$ cat src/rtl/cpu_clock_ctrl.sv
// Run/step/halt clock-enable sequencer for the Y86 core: emits a one-cycle cpu_en pulse
// at a programmable divide ratio. Define INSN_COUNT_EN to build the enable-pulse counter.
module cpu_clock_ctrl #(
  parameter int unsigned      DIV_W       = 28,
  parameter logic [DIV_W-1:0] DEFAULT_DIV = DIV_W'(4)
) (
  input  logic             clock_in,
  input  logic             reset_n,
  input  logic             run_req,
  input  logic             step_req,
  input  logic             halt_in,
  input  logic [DIV_W-1:0] div_value,
  output logic             cpu_en,
  output logic             cpu_clk_out,
  output logic [1:0]       state_out,
  output logic [31:0]      insn_count
);

  typedef enum logic [1:0] {
    ST_IDLE   = 2'b00,
    ST_RUN    = 2'b01,
    ST_STEP   = 2'b10,
    ST_HALTED = 2'b11
  } state_t;

  state_t           r_state, w_state_nxt;
  logic [DIV_W-1:0] r_cnt, w_cnt_nxt;
  logic [DIV_W-1:0] r_div, w_div_nxt;
  logic [DIV_W-1:0] w_div_sel, w_div_m1, w_div_half;
  logic             r_step_q, r_en, w_en_nxt, r_clk, w_clk_nxt;
  logic             w_step_edge, w_tick;

  assign w_step_edge = step_req & ~r_step_q;
  assign w_div_sel   = (div_value == '0) ? DEFAULT_DIV : div_value;
  assign w_div_m1    = r_div - DIV_W'(1);
  assign w_div_half  = r_div >> 1;
  assign w_tick      = (r_cnt == w_div_m1);

  // Every output is registered, so all decisions here land one cycle later.
  always_comb begin
    w_state_nxt = r_state;
    w_cnt_nxt   = '0;
    w_div_nxt   = r_div;
    w_en_nxt    = 1'b0;
    w_clk_nxt   = 1'b0;
    case (r_state)
      ST_IDLE: begin
        if (halt_in) begin
          w_state_nxt = ST_HALTED;
        end else if (run_req) begin
          w_state_nxt = ST_RUN;
          w_div_nxt   = w_div_sel;
        end else if (w_step_edge) begin
          w_state_nxt = ST_STEP;
          w_en_nxt    = 1'b1;
        end
      end
      ST_RUN: begin
        if (halt_in) begin
          w_state_nxt = ST_HALTED;
        end else if (!run_req) begin
          w_state_nxt = ST_IDLE;
        end else begin
          w_cnt_nxt = w_tick ? '0 : r_cnt + DIV_W'(1);
          w_en_nxt  = w_tick;
          w_clk_nxt = (r_cnt < w_div_half);
        end
      end
      ST_STEP:   w_state_nxt = ST_IDLE;
      ST_HALTED: w_state_nxt = ST_HALTED;
      default:   w_state_nxt = ST_IDLE;
    endcase
  end

  always_ff @(posedge clock_in) begin
    if (!reset_n) begin
      r_state  <= ST_IDLE;
      r_cnt    <= '0;
      r_div    <= DEFAULT_DIV;
      r_step_q <= 1'b0;
      r_en     <= 1'b0;
      r_clk    <= 1'b0;
    end else begin
      r_state  <= w_state_nxt;
      r_cnt    <= w_cnt_nxt;
      r_div    <= w_div_nxt;
      r_step_q <= step_req;
      r_en     <= w_en_nxt;
      r_clk    <= w_clk_nxt;
    end
  end

  assign cpu_en      = r_en;
  assign cpu_clk_out = r_clk;
  assign state_out   = r_state;

`ifdef INSN_COUNT_EN
  logic [31:0] r_insn;

  always_ff @(posedge clock_in) begin
    if (!reset_n)  r_insn <= '0;
    else if (r_en) r_insn <= r_insn + 32'd1;
  end

  assign insn_count = r_insn;
`else
  assign insn_count = 32'd0;
`endif

endmodule

$ cat config.mk
export PLATFORM = sky130hd
export DESIGN_NAME = cpu_clock_ctrl
export DESIGN_NICKNAME = d
export VERILOG_FILES = /design/src/rtl/cpu_clock_ctrl.sv
export SDC_FILE = /design/constraint.sdc
export NUM_CORES = 1
export LEC_CHECK = 0
export BUFFER_PORTS_ARGS = -buffer_cell sky130_fd_sc_hd__buf_2
export CAP_MARGIN = 0
export CORE_MARGIN = 1
export CORE_UTILIZATION = 55
export CTS_CLUSTER_DIAMETER = 40
export DETAILED_ROUTE_END_ITERATION = 12
export PLACE_DENSITY = 0.74
export SYNTH_ARGS = -nofsm -noshare
export SYNTH_HDL_FRONTEND = slang
export SYNTH_SLANG_ARGS = --single-unit
$ cat constraint.sdc
create_clock -name clock_in -period 3.95 [get_ports clock_in]
set_input_delay 0.395 -clock clock_in [delete_from_list [all_inputs] [get_ports clock_in]]
set_output_delay 0.395 -clock clock_in [all_outputs]
set_load 0.02 [all_outputs]
==> impl_results.md <==
- Vias: 4,110
- Synth Instances: 580
- Die area: 8780 sq um
- CP max FO: 25
- Pwr/cell area: 297 nW/um^2
- Setup TNS: 0 ns
- Syn Area/Cell: 7.97 sq um
- Clock-pin slew on the worst setup and hold paths: 0.07 ns
- Tmin final: 3.31 ns
- Main synth FF type: dfxtp_1
- Initial antenna violation count: 0
- Placer Congestion: 1.02
- Max-slew violations: 0
- Filler cells: 766
- Hold Vio Cnt, Final: 0
- Post-CTS Hold Fix Bufs: 0
- Final Power: 1.46 mW
- Core Region: 8180 sq um
- Commonest non-fill, non-tap cell in the layout: nand2_1
- DR iter-0 viols: 204
- I/O Buffers: 36
- Cts repair resizes: 0
- Number of H-tree levels: 3
- Number of inserted diodes: 0
- Post-synthesis sequential area ratio: 0.264
- Ys async rst share: 0
- Distinct cells, synth: 56
- CTS Sinks: 61
- Critical Path AT: 3.52 ns
- RSZ-0062 raised after global routing: false
- Pre-CTS setup slack: 0.676 ns
- CTS buffer count: 9
- Clk_lat worst skew: 0.34 ns
- Area leader, netlist: dfxtp_1
- Share of post-route cells with drive strength above 1: 0.139
- Site Rows: 33
- Largest net degree at the start of global routing: 34
- Leading cell types in the layout, fill and taps excluded: 74 x nand2_1, 61 x dfxtp_1, 36 x inv_1, 36 x buf_2, 35 x xnor2_1
- Fmax: 0.302 GHz
- Worst Path Required: 4.16 ns
- Die width: 93.7 microns
- Setup crit start kind: register
- Setup bufs post-CTS: 0
- Max VDD drop: 0.203 mV
- Initial Util: 0.566
- Post-synth EDFFs: 0
- Post-Syn Area: 4620 sq um
- Top cells by area, synth: dfxtp_1 26%, ha_1 7.6%, xnor2_1 6.6%
- CTS tree: built
- Core Util, Final: 0.601
- Flops & latches, synth: 61
- Max_cap viols: 0
- CP Capture Type: register
- Clock skew: 0.00746 ns
- Vias in the first global route: 4,032
- Slew headroom: 0.282
- Ports: 69
- Status: complete, no violations
- Synth top area share: 0.264
- Wire per inst: 15.2 microns
- Chip height: 93.7 microns
- Final Setup Violations: 0
- YS warnings: 0
- Crit Path Class: reg -> reg
- Clk buf depth: 2
- Pleak: 1.91 nW
- Final ANT Viol Nets: 0
- Global Route Usage Sum: 0.276
- First-pass GRT wire length: 18,800 microns
- Area Overhead vs Synth: 6.33%
- DR DRC count: 0
- Dpl hpwl: 8610 microns
- HP Class: in -> reg
- Worst setup margin: 0.642 ns
- Root buffer cell: clkbuf_8
- Drt pass-1 iters: 6
- Vias/cell: 5.73
- Grt total ovfl: 0
- Tcrit/Tclk final: 0.837
- Placed cells: 701
- Slew @ Worst Pin: 1.07 ns
- Post-route insts no fill: 717
- Final #Nets: 668
- Total Routed Length: 10,900 microns
-- layout make-up --
cell class	count	area, sq um	area share
Inverter	36	135	0.0275
Tap cell	105	131	0.0267
Clock inverter	4	47.5	0.00967
Timing Repair Buffer	40	210	0.0428
Clock buffer	12	145	0.0295
Sequential cell	61	1220	0.248
Multi-Input combinational cell	459	3030	0.615
-- sequential cells by signal, indices dropped and copies added (netlist names) --
| name | flops |
|---|---|
| cpu_clk_out | 1 |
| cpu_en | 1 |
| r_cnt | 28 |
| r_div | 28 |
| r_step_q | 1 |
| state_out | 2 |
-- synthesized netlist by cell type (3+ instances only) --
cell,count
o31ai_1,4
dfxtp_1,61
a21o_1,9
nand4_1,14
nor3_1,19
nor2b_1,4
clkbuf_1,18
inv_1,36
o211ai_1,4
a211o_1,3
nand2b_1,9
and3_1,6
or4_1,7
xnor2_1,35
nand3_1,23
o21ai_0,10
nand2_1,74
or2_2,3
xor2_1,22
a21boi_0,27
nor3_2,19
nor2_1,32
nor4_1,15
ha_1,28
a211oi_1,5
a21oi_1,12
buf_6,4
a31oi_1,7
and4_1,4
buf_4,32
-- metal layers --
layer  track usage  wire [microns]
met1         0.361            5070
met5             0               0
met4         0.131             350
met2         0.441            4980
met3        0.0445             537
-- where the power goes --
group | total [mW] | leakage [nW] | internal, mW | switching, mW
Clock | 0.545 | 0.0964 | 0.307 | 0.238
Sequential | 0.655 | 0.494 | 0.630 | 0.0250
Combinational | 0.258 | 1.32 | 0.0968 | 0.161
Total | 1.46 | 1.91 | 1.03 | 0.424
-- critical path: stages (launching register included) --
cell	delay (ns)
dfxtp_1	0.36
inv_1	0.09
ha_1	0.20
nor3b_1	0.79
nand3_1	0.21
nor3_1	0.26
o22ai_1	0.12
or4_4	0.51
nor4_4	0.13
buf_4	0.39
nor3_1	0.10
-- worst paths after layout --
check             from   endpoint  slack, ns  cells after the start
max reg2reg   r_div[0]  r_cnt[26]       0.64                     10
min reg2reg  r_div[27]  r_div[27]       0.52                      2
min           step_req   r_step_q       0.27                      2
max           r_div[0]  r_cnt[26]       0.64                     10
-- kinds of logic (layout without fill, tap and decap cells) --
kind of cell / Yosys count / count (layout) / share of synthesized area
adders and majority gates: 28 / 28 / 0.0758
buffers and inverters: 91 / 92 / 0.107
and+or+nand+nor: 243 / 243 / 0.291
AOI/OAI and AO/OA: 98 / 98 / 0.151
DFF: 61 / 61 / 0.264
other: 1 / 32 / 0.000811
muxes: 1 / 1 / 0.00217
xor gates and xnor gates: 57 / 57 / 0.108
-- metrics by stage --
stage,hold WS (ns),instance area [sq um]
floorplan,0.469,4740
global placement,0.506,4720
detailed placement,0.513,4720
CTS,0.250,4920
global route,0.281,4920
finish,0.268,4920
No activity file was read; power rests on OpenSTA's default activity.
